<file path="config.mk">
export PLATFORM = sky130hd
export DESIGN_NAME = pipe_hazard_ctrl
export DESIGN_NICKNAME = d
export VERILOG_FILES = /design/src/rtl/pipe_hazard_ctrl_pkg.sv /design/src/rtl/pipe_hazard_ctrl_md_busy_timer.sv /design/src/rtl/pipe_hazard_ctrl.sv
export SDC_FILE = /design/constraint.sdc
export NUM_CORES = 1
export LEC_CHECK = 0
export ABC_AREA = 1
export BUFFER_PORTS_ARGS = -buffer_cell sky130_fd_sc_hd__buf_2
export CAP_MARGIN = 20
export CORE_UTILIZATION = 30
export DETAILED_ROUTE_END_ITERATION = 10
export PLACE_DENSITY_LB_ADDON = 0.08
export SLEW_MARGIN = 5
export SYNTH_ARGS = -nofsm -noshare
export SYNTH_HDL_FRONTEND = slang
export SYNTH_SLANG_ARGS = --single-unit
</file>
<file path="constraint.sdc">
create_clock -name clock -period 1.8 [get_ports clock]
set_clock_uncertainty 0.2 [all_clocks]
set_input_delay 0.18 -clock clock [delete_from_list [all_inputs] [get_ports clock]]
set_output_delay 0.18 -clock clock [all_outputs]
set_load 0.01 [all_outputs]
</file>
<file path="src/rtl/pipe_hazard_ctrl_pkg.sv">
// Shared definitions for the pipeline hazard controller:
// forwarding select encodings, register index width and the MULT/DIV timer state type.
package pipe_hazard_ctrl_pkg;

    localparam int unsigned REG_W = 5;
    localparam int unsigned FWD_W = 2;

    localparam logic [REG_W-1:0] REG_ZERO = REG_W'(0);

    localparam logic [FWD_W-1:0] FWD_REG = 2'b00;
    localparam logic [FWD_W-1:0] FWD_MEM = 2'b01;
    localparam logic [FWD_W-1:0] FWD_WB  = 2'b10;

    typedef enum logic {
        MD_IDLE = 1'b0,
        MD_BUSY = 1'b1
    } md_state_t;

    // Operand source for one EX read port; MEM beats WB and $zero is never forwarded.
    function automatic logic [FWD_W-1:0] fwd_select(
        input logic [REG_W-1:0] src,
        input logic [REG_W-1:0] mem_dst,
        input logic             mem_we,
        input logic [REG_W-1:0] wb_dst,
        input logic             wb_we
    );
        logic [FWD_W-1:0] sel;
        sel = FWD_REG;
        if (mem_we && (mem_dst != REG_ZERO) && (mem_dst == src)) begin
            sel = FWD_MEM;
        end else if (wb_we && (wb_dst != REG_ZERO) && (wb_dst == src)) begin
            sel = FWD_WB;
        end
        return sel;
    endfunction

endpackage

</file>
<file path="src/rtl/pipe_hazard_ctrl_md_busy_timer.sv">
// MULT/DIV busy timer: IDLE/BUSY FSM with a down-counter loaded on issue.
// Ports: clock, reset (sync, active-high), start (issue in EX), is_div (divide vs
// multiply latency), busy (high for exactly LAT cycles starting the cycle after issue).
module md_busy_timer
    import pipe_hazard_ctrl_pkg::*;
#(
    parameter int unsigned MUL_LAT = 4,
    parameter int unsigned DIV_LAT = 12,
    parameter int unsigned CNT_W   = 4
) (
    input  logic clock,
    input  logic reset,
    input  logic start,
    input  logic is_div,
    output logic busy
);

    localparam logic [CNT_W-1:0] MUL_CNT = CNT_W'(MUL_LAT);
    localparam logic [CNT_W-1:0] DIV_CNT = CNT_W'(DIV_LAT);
    localparam logic [CNT_W-1:0] CNT_ONE = CNT_W'(1);

    md_state_t        state_q, state_d;
    logic [CNT_W-1:0] cnt_q, cnt_d;

    // State and counter registers; reset aborts any operation in flight.
    always_ff @(posedge clock) begin
        if (reset) begin
            state_q <= MD_IDLE;
            cnt_q   <= '0;
        end else begin
            state_q <= state_d;
            cnt_q   <= cnt_d;
        end
    end

    // Next state: a start (even while BUSY) reloads the counter; BUSY ends on the 1->0 step.
    always_comb begin
        state_d = state_q;
        cnt_d   = cnt_q;
        if (start) begin
            state_d = MD_BUSY;
            cnt_d   = is_div ? DIV_CNT : MUL_CNT;
        end else begin
            case (state_q)
                MD_IDLE: begin
                    cnt_d = '0;
                end
                MD_BUSY: begin
                    cnt_d = cnt_q - CNT_ONE;
                    if (cnt_q == CNT_ONE) begin
                        state_d = MD_IDLE;
                    end
                end
                default: begin
                    state_d = MD_IDLE;
                    cnt_d   = '0;
                end
            endcase
        end
    end

    assign busy = (state_q == MD_BUSY);

endmodule

</file>
<file path="src/rtl/pipe_hazard_ctrl.sv">
// Hazard controller for the 5-stage pipeline: EX operand forwarding, load-use bubble,
// HI/LO interlock against the MULT/DIV unit, EX redirect flushes and a stall counter.
// Ports: clock/reset (sync, active-high); ID operand fields and use flags; EX source,
// destination, load, MULT/DIV issue and redirect; MEM/WB destinations and write enables.
// Outputs: fwd_a/fwd_b (combinational selects), stall_if/stall_id/flush_id/flush_ex
// (combinational enables), md_busy, stall_cycles (saturating registered count).
module pipe_hazard_ctrl
    import pipe_hazard_ctrl_pkg::*;
#(
    parameter int unsigned MUL_LAT = 4,
    parameter int unsigned DIV_LAT = 12,
    parameter int unsigned CNT_W   = 4
) (
    input  logic             clock,
    input  logic             reset,
    input  logic [REG_W-1:0] id_rs,
    input  logic [REG_W-1:0] id_rt,
    input  logic             id_use_rs,
    input  logic             id_use_rt,
    input  logic             id_use_hilo,
    input  logic [REG_W-1:0] ex_rs,
    input  logic [REG_W-1:0] ex_rt,
    input  logic [REG_W-1:0] ex_dst,
    input  logic             ex_reg_write,
    input  logic             ex_mem_read,
    input  logic             ex_md_start,
    input  logic             ex_md_div,
    input  logic             ex_redirect,
    input  logic [REG_W-1:0] mem_dst,
    input  logic             mem_reg_write,
    input  logic [REG_W-1:0] wb_dst,
    input  logic             wb_reg_write,
    output logic [FWD_W-1:0] fwd_a,
    output logic [FWD_W-1:0] fwd_b,
    output logic             stall_if,
    output logic             stall_id,
    output logic             flush_id,
    output logic             flush_ex,
    output logic             md_busy,
    output logic [31:0]      stall_cycles
);

    localparam logic [31:0] STALL_MAX = 32'hFFFF_FFFF;

    logic load_use;
    logic hilo_hazard;
    logic hazard;

    md_busy_timer #(
        .MUL_LAT (MUL_LAT),
        .DIV_LAT (DIV_LAT),
        .CNT_W   (CNT_W)
    ) u_md_timer (
        .clock  (clock),
        .reset  (reset),
        .start  (ex_md_start),
        .is_div (ex_md_div),
        .busy   (md_busy)
    );

    // Hazard detection and pipeline enables; a redirect squashes the wrong-path ID
    // instruction, so it cancels any stall raised in the same cycle.
    always_comb begin
        load_use    = 1'b0;
        hilo_hazard = 1'b0;
        hazard      = 1'b0;
        fwd_a       = FWD_REG;
        fwd_b       = FWD_REG;
        stall_if    = 1'b0;
        stall_id    = 1'b0;
        flush_id    = 1'b0;
        flush_ex    = 1'b0;
        if (!reset) begin
            fwd_a = fwd_select(ex_rs, mem_dst, mem_reg_write, wb_dst, wb_reg_write);
            fwd_b = fwd_select(ex_rt, mem_dst, mem_reg_write, wb_dst, wb_reg_write);

            load_use = ex_mem_read && ex_reg_write && (ex_dst != REG_ZERO) &&
                       ((id_use_rs && (id_rs == ex_dst)) ||
                        (id_use_rt && (id_rt == ex_dst)));
            hilo_hazard = id_use_hilo && (md_busy || ex_md_start);
            hazard      = load_use || hilo_hazard;

            if (ex_redirect) begin
                flush_id = 1'b1;
                flush_ex = 1'b1;
            end else if (hazard) begin
                stall_if = 1'b1;
                stall_id = 1'b1;
                flush_ex = 1'b1;
            end
        end
    end

    // Saturating count of cycles the front end was held.
    always_ff @(posedge clock) begin
        if (reset) begin
            stall_cycles <= '0;
        end else if (stall_if && (stall_cycles != STALL_MAX)) begin
            stall_cycles <= stall_cycles + 32'd1;
        end
    end

endmodule

</file>
Word-level counts from Yosys, hierarchy flattened
Index checks and enable logic that the tools add are counted.
Word-level totals
  bits in registers: 37
  bits in latches: 0
  word-level logic and storage cells: 52
  memories kept: 0
  bits in writable memories: 0
  memory bits (read-only): 0
  output and inout port bits: 41
  input bits: 47
Operators by class
  reductions and logical operators: 19
  divide/modulo/power cells: 0
  magnitude comparators: 0
  multiplexer cells: 19
  multipliers: 0
  bitwise operators: 1
  equal/unequal tests: 8
  shift operators: 0
  add/subtract/negate cells: 2
Operators with widths (count)
  $add 32x1->32 const B: 1
  $ne 32x32->1 const B: 1
  $eq 5x5->1: 6
  $reduce_bool 5->1: 3
  $logic_and 1x1->1: 13
  $mux 2: 6
  $mux 1: 10
  $mux 4: 2
  $pmux 4 s2: 1
  $eq 4x1->1 const B: 1
  $sub 4x1->4 const B: 1
  $logic_or 1x1->1: 3
  $not 1->1: 1

Depth between registers and ports, before layout
Gate-level depths: netlist of the first run.
  depth in word-level cells: 9
  depth in mapped cells: 14
  gate-level depth less buffers: 12

By module
A second synthesis of the first run with hierarchy kept.
Second synthesis, totals
  cells, all modules: 565
  area total of the unflattened synthesis: 3248.1 µm²
By module, submodules not included
  pipe_hazard_ctrl: area each 3005.4 µm², seq. area each 640.6 µm², cells each 534, times used 1
  md_busy_timer: area each 242.7 µm², seq. area each 100.1 µm², cells each 31, times used 1

Least setup slack after synthesis of the first run
OpenSTA, ideal clock, no wires.
  path kind: register to register
  start: register stall_cycles[1]
  end: register stall_cycles[23]
  setup slack: -0.120 ns
  data required time: 1.475 ns
  data arrival time: 1.594 ns
  stages on the path, launching flop included: 14
  path buffers: 1
  setup time: 0.125 ns
  clock period less this slack: 1.920 ns
  cell sequence: dfxtp_1 > ha_1 > nand2_1 > nor2_2 > nand2_1 > nor2_4 > nand3_4 > buf_6 > nand2_2 > inv_2 > nand3_1 > nand2_1 > nand2_1 > nor2_2
Between the ends
  cells in the longest elaborated chain, start to end: 2
  elaborated cells between the ends (all ways): 3
  classes of those cells: add/sub (1); eq/ne (1); reduce/logical (1)
Ends and longest elaborated chain
  start: declaration: line pipe_hazard_ctrl.sv:40  | output logic [31:0] stall_cycles
  start signal: assignment: line pipe_hazard_ctrl.sv:99  | stall_cycles <= stall_cycles + 32'd1;
  parallel branches: the longest is 2 deep, another holds $add 32x1->32
Parallel ways; which one is timed is not known.
A chain may end at the register's enable or synchronous reset.

Worst setup path after layout of the first run
  start: register stall_cycles[1]
  end: register stall_cycles[4]
The elaborated chain is that of the path after synthesis.

==> results of run 1 <==
where the power goes:
part / leakage (uW) / switching (uW) / internal (uW)
sequential: 0.000304 / 8.81 / 828
combinational: 0.00183 / 198 / 145
clock: 0.0000585 / 325 / 453
sequential cells by signal, summed over array words and instances (netlist names):
register and flops:
stall_cycles 32, u_md_timer.busy 1, u_md_timer.cnt_q 4
layer usage:
layer | share of wire (%) | wire length (um)
met1 | 45 | 4440
met2 | 50 | 4950
met3 | 3.6 | 348
met4 | 0.65 | 64
met5 | 0 | 0
layout make-up:
| type | count | area (um^2) |
|---|---|---|
| Fill cell | 1128 | 5690 |
| Sequential cell | 37 | 753 |
| Inverter | 91 | 342 |
| Multi-Input combinational cell | 414 | 2200 |
| Tap cell | 136 | 170 |
| Timing Repair Buffer | 159 | 1010 |
| Clock inverter | 1 | 30.0 |
| Clock buffer | 7 | 86.3 |
metrics by stage:
| step | instance area, um^2 | util, % | std cells |
|---|---|---|---|
| floorplan | 3170 | - | 557 |
| global placement | 4160 | 40.5 | 824 |
| detailed placement | 4160 | 40.5 | 824 |
| CTS | 4440 | 43.2 | 843 |
| global route | 4590 | 44.7 | 845 |
| finish | 4590 | 44.7 | 845 |
kinds of logic after synthesis:
family	Yosys count
AO/OA/AOI/OAI	22
flip-flops	37
adder cells (fa/ha/maj)	3
XOR/XNOR	20
AND/OR/NAND/NOR	367
buffers and inverters	108
synth_stat cells (all sizes together):
master	n
a21boi	1
a21oi	9
a31oi	5
and2	1
buf	8
clkbuf	9
clkinv	1
dfxtp	37
ha	3
inv	90
nand2	172
nand3	39
nand3b	6
nand4	35
nor2	106
nor3	2
nor4	4
o21ai	6
o41ai	1
or2	2
xnor2	8
xor2	12
worst paths after layout:
path | endpoint | slack (ps) | cells past startpoint
max reg2reg | stall_cycles[4]$_SDFFE_PP0P_ | -50 | 13
min reg2reg | u_md_timer.cnt_q[0]$_SDFF_PP0_ | 240 | 1
max | stall_cycles[4]$_SDFFE_PP0P_ | -50 | 13
min | u_md_timer.cnt_q[1]$_SDFF_PP0_ | 20 | 4
what timing repair did:
item	in CTS	in global routing
hold buffers	4	0
setup endpoints to repair	26	36
cloned	1	1
buffers inserted	6	1
endpoints found under the hold margin	2	0
gates resized for setup	22	41
pin swaps	12	6
worst max-delay path: stages, from the launching register on:
cell	delay, ps
dfxtp_2	340
ha_4	170
nand2_4	60
nor2_4	40
buf_4	120
buf_4	120
buf_4	120
buf_4	120
buf_4	120
and2_4	130
nand3_2	70
nand2_2	50
nand2_1	50
nor2_1	40
cells in the final DEF (no fill, tap or decap), drive strengths merged:
master / instances
a21oi: 9
nand4: 35
o21ai: 6
nand3b: 6
xnor2: 8
bufinv: 1
nand3: 41
and2: 1
nand2: 172
xor2: 12
a21boi: 1
nor2: 106
dlygate4sd3: 4
nor4: 4
clkbuf: 7
or2: 2
inv: 90
dfxtp: 37
ha: 3
a31oi: 5
o41ai: 1
clkinv: 1
nor3: 2
buf: 155
==> metrics, run 1 <==
Yosys top cell by area dfxtp_1; largest family of logic cells by synthesized area simple AND/OR/NAND/NOR gates; RSZ-0062 raised after global routing yes; fin. max-slew vios 0; Least-Margin Pin Slew 438 ps; Max-Cap Viols 0; DRC Markers 0; final setup violation count 6; first-pass GRT wire length 16.2 mm; CTS Sinks 37; Worst VDD drop 0.000276 V; largest net degree at the start of global routing 35; Top Usage Layer GRT met2; crit end category register; post-synthesis mux area share 0%; Synth Area in Simple Gates 51.9%; share of the synthesized area in the top cell type 23.5%; Std-Cell Core Area 10300 um^2; Layout area overhead 45.6%; hpwl dp 7.56 mm; status finished, violations left; Synth Register Bits 37; CTS root buf clkbuf_8; Final Cycle Share 103%; Worst Hold Slack 21.0 ps; met1 layer usage reported by global route 21.5%; max_slew headroom 70.5%; Synth warnings 0; met3 Usage GRT 3.13%; startpoint class of the critical path register; clock transition at the registers of the reported paths 80 ps; top cells by area, synth dfxtp_1 23%, nand2_1 20%, nor2_1 12%, inv_1 10%, nand4_1 6.9%; Hold Vio Cnt, Final 0; Worst Path Arrival 1820 ps; Layout Nets 758; Post-Synth XOR/XNOR Area 5.56%; PortBufs 87; worst slack at placement -102 ps; DR vias/cell 4.58; vias in the first global route 3637; total die area 10900 um^2; total power draw 1960 uW; Worst Setup SP stall_cycles[1]$_SDFFE_PP0P_; Hold Crit Class input port to register; H-Tree Depth 2; Post-Synth Adder-Cell Area 1.19%; Synth Instances 557; pwr/cell area 426 nW/um^2; initial antenna violation count 0; Req. time, crit path 1770 ps; Crit Path Category register to register; Die Height 105 um; clk_lat worst skew 290 ps; Initial Utilization 30.7%; hold path start ex_md_start; sequential cell area fraction in the yosys report 23.5%; final worst setup slack -50.1 ps; CTS tree built; I/O pin total 88; Synth Area in Compound Gates 3.89%; fmax 541 MHz; Leakage Power 0.00219 uW; setup TNS -105 ps; global placement routability congestion 0.781; Num CTS Buffers 5; Mapped Area 3150 um^2; Synth cell types 29; DR vias 3868; syn avg cell area 5.66 um^2; Crit Path Max Fanout 3; failing checks setup timing; post-route antenna net violation count 0; met2 usage 33.5%; Max clock buf depth 2; WL/cell 11.6 um; DR iter-0 viols 108; n_diodes 0; Routed WL 9.80 mm; fraction of layout cells with a size suffix above 1 34.7%; drt first pass iters 4; Die Span X 105 um; crit path time final 1850 ps; row count 37; aggregate global routing overflow 0; net count after synthesis 607; GRT Overall Usage 18.1%; worst reg2reg startpoint stall_cycles[1]$_SDFFE_PP0P_
Note: power is estimated with default switching activity, not from simulation.
==> run 2: changes to the inputs <==
--- a/config.mk
+++ b/config.mk
@@ -10,7 +10,7 @@
 export CAP_MARGIN = 20
 export CORE_UTILIZATION = 30
 export DETAILED_ROUTE_END_ITERATION = 10
-export PLACE_DENSITY_LB_ADDON = 0.08
+export PLACE_DENSITY_LB_ADDON = 0.15
 export SLEW_MARGIN = 5
 export SYNTH_ARGS = -nofsm -noshare
 export SYNTH_HDL_FRONTEND = slang
==> constraint.sdc (replaced) <==
create_clock -name clock -period 1.8 [get_ports clock]
set_clock_uncertainty 0.2 [all_clocks]
set_input_delay 0.36 -clock clock [delete_from_list [all_inputs] [get_ports clock]]
set_output_delay 0.36 -clock clock [all_outputs]
set_load 0.01 [all_outputs]
==> metrics, run 2 (synthesized netlist as in run 1, its figures left out) <==
Worst Path Arrival 1930 ps (+110 ps); Met2 Routed Length 5.13 mm (+3.8%); fraction of layout cells with a size suffix above 1 42.8% (+8.1 points); clock transition at the registers of the reported paths 80 ps (about the same); startpoint class of the critical path register; cell count after placement 843 (+2.3%); Crit Path Category register to register; setup TNS -3120 ps (-3020 ps); hpwl dp 7.75 mm (+2.5%); drt first pass iters 4 (unchanged); top layer in use met4; crit end category register; total power draw 2060 uW (+5.4%); Hold Vio Cnt, Final 0 (unchanged); Finished Layout Cells 863 (+2.1%); post-route antenna net violation count 0 (unchanged); Routed WL 10.1 mm (+3.2%); Num CTS Buffers 5 (unchanged); Req. time, crit path 1780 ps (about the same); Worst Hold Slack 119 ps (+98.2 ps); I/O pin total 88 (unchanged); first-pass GRT wire length 17.0 mm (+5.1%); DRC Markers 0 (unchanged); CTS Hold Buffers Added 0 (-4); final worst setup slack -145 ps (-94.4 ps); fin. max-slew vios 0 (unchanged); DR vias/cell 4.58 (+0.12%); aggregate global routing overflow 0 (unchanged); row count 37 (unchanged); most common cell after layout, fill and taps aside nand2_1; clk_lat worst skew 290 ps (about the same); vias in the first global route 3885 (+6.8%); max_slew headroom 81.5% (+11 points); most frequent cells in the layout 141 x nand2_1, 81 x nor2_1, 80 x buf_4, 68 x inv_1, 61 x buf_2; failing checks setup timing; wl on met1 4.51 mm (+1.7%); pwr/cell area 394 nW/um^2 (-7.7%); CTS Sinks 37 (unchanged); WL met3 316 um (-9.2%); DR iter-0 viols 135 (+25%); Biggest register stall_cycles; final setup violation count 37 (+31); CTS tree built; Leakage Power 0.00241 uW (+9.9%); total die area 10900 um^2 (unchanged); Die Height 105 um (unchanged); status finished, violations left; crit path time final 1940 ps (+94.4 ps); global placement routability congestion 0.821 (+5.1%); Final Cycle Share 108% (+5.2 points); Layout area overhead 66.2%; n_diodes 0 (unchanged); Std-Cell Core Area 10300 um^2 (unchanged); CTS root buf clkbuf_8; H-Tree Depth 2 (unchanged); fmax 514 MHz (-4.9%); Initial Utilization 30.7% (unchanged); DR vias 3955 (+2.2%); GRT Overall Usage 18.7% (+0.61 points); WL/cell 11.7 um (+1.0%); Least-Margin Pin Slew 275 ps (-163 ps); Die Span X 105 um (unchanged); Max clock buf depth 2 (unchanged); Worst VDD drop 0.000265 V (-3.8%); max reg flops 32 (unchanged); PortBufs 87 (unchanged); initial antenna violation count 0 (unchanged); Max-Cap Viols 0 (unchanged); Hold Crit Class input port to register; largest net degree at the start of global routing 34 (-2.9%); RSZ-0062 raised after global routing yes; Layout Nets 776 (+2.4%); Crit Path Max Fanout 8 (+5)
run 2: layer usage:
layer / GRT usage (%) / vias up
li1: - / 2079
met1: 22.5 / 1782
met2: 34.6 / 80
met3: 2.69 / 14
met4: 4.49 / 0
met5: 0 / -
run 2: report_power, final:
group,internal (uW),switching (uW)
Sequential,827,9.88
Combinational,227,235
Clock,452,312
Total,1510,557
run 2: area by class of cell:
type,count,area [um^2]
Tap cell,136,170
Clock buffer,7,86.3
Clock inverter,1,30.0
Sequential cell,37,749
Inverter,91,372
Multi-Input combinational cell,413,2450
Timing Repair Buffer,178,1380
Fill cell,1084,5040
run 2: what timing repair did:
action,in CTS,in global routing
pin swaps,65,43
gates cloned,1,0
endpoints found under the setup margin,37,39
buffers inserted,10,1
gates resized for setup,113,55
run 2: critical path: stages, from the launching register on:
cell	delay, ps
dfxtp_4	370
ha_4	170
nand2_4	60
nor2_4	110
nand2_2	90
nor2_4	190
nand3_4	220
and2_4	230
nand3_2	60
nand2_1	50
nand2_1	50
nor2_1	30
run 2: stage by stage:
stage               util, %  worst slack, ps  instance area (um^2)
floorplan                 -             -135                  3230
CTS                    48.7             -119                  5010
global route           51.0             -243                  5240
detailed placement     42.5             -270                  4360
global placement       42.5             -234                  4360
finish                 51.0             -145                  5240
run 2: final timing paths:
check                                                     from                        endpoint  slack [ps]  depth (start not counted)
worst max register to register    stall_cycles[0]$_SDFFE_PP0P_    stall_cycles[4]$_SDFFE_PP0P_        -140                         11
worst min register to register  u_md_timer.cnt_q[0]$_SDFF_PP0_  u_md_timer.cnt_q[0]$_SDFF_PP0_         240                          1
worst min-delay path                                 ex_md_div  u_md_timer.cnt_q[3]$_SDFF_PP0_         120                          3
worst max-delay path              stall_cycles[0]$_SDFFE_PP0P_    stall_cycles[4]$_SDFFE_PP0P_        -140                         11
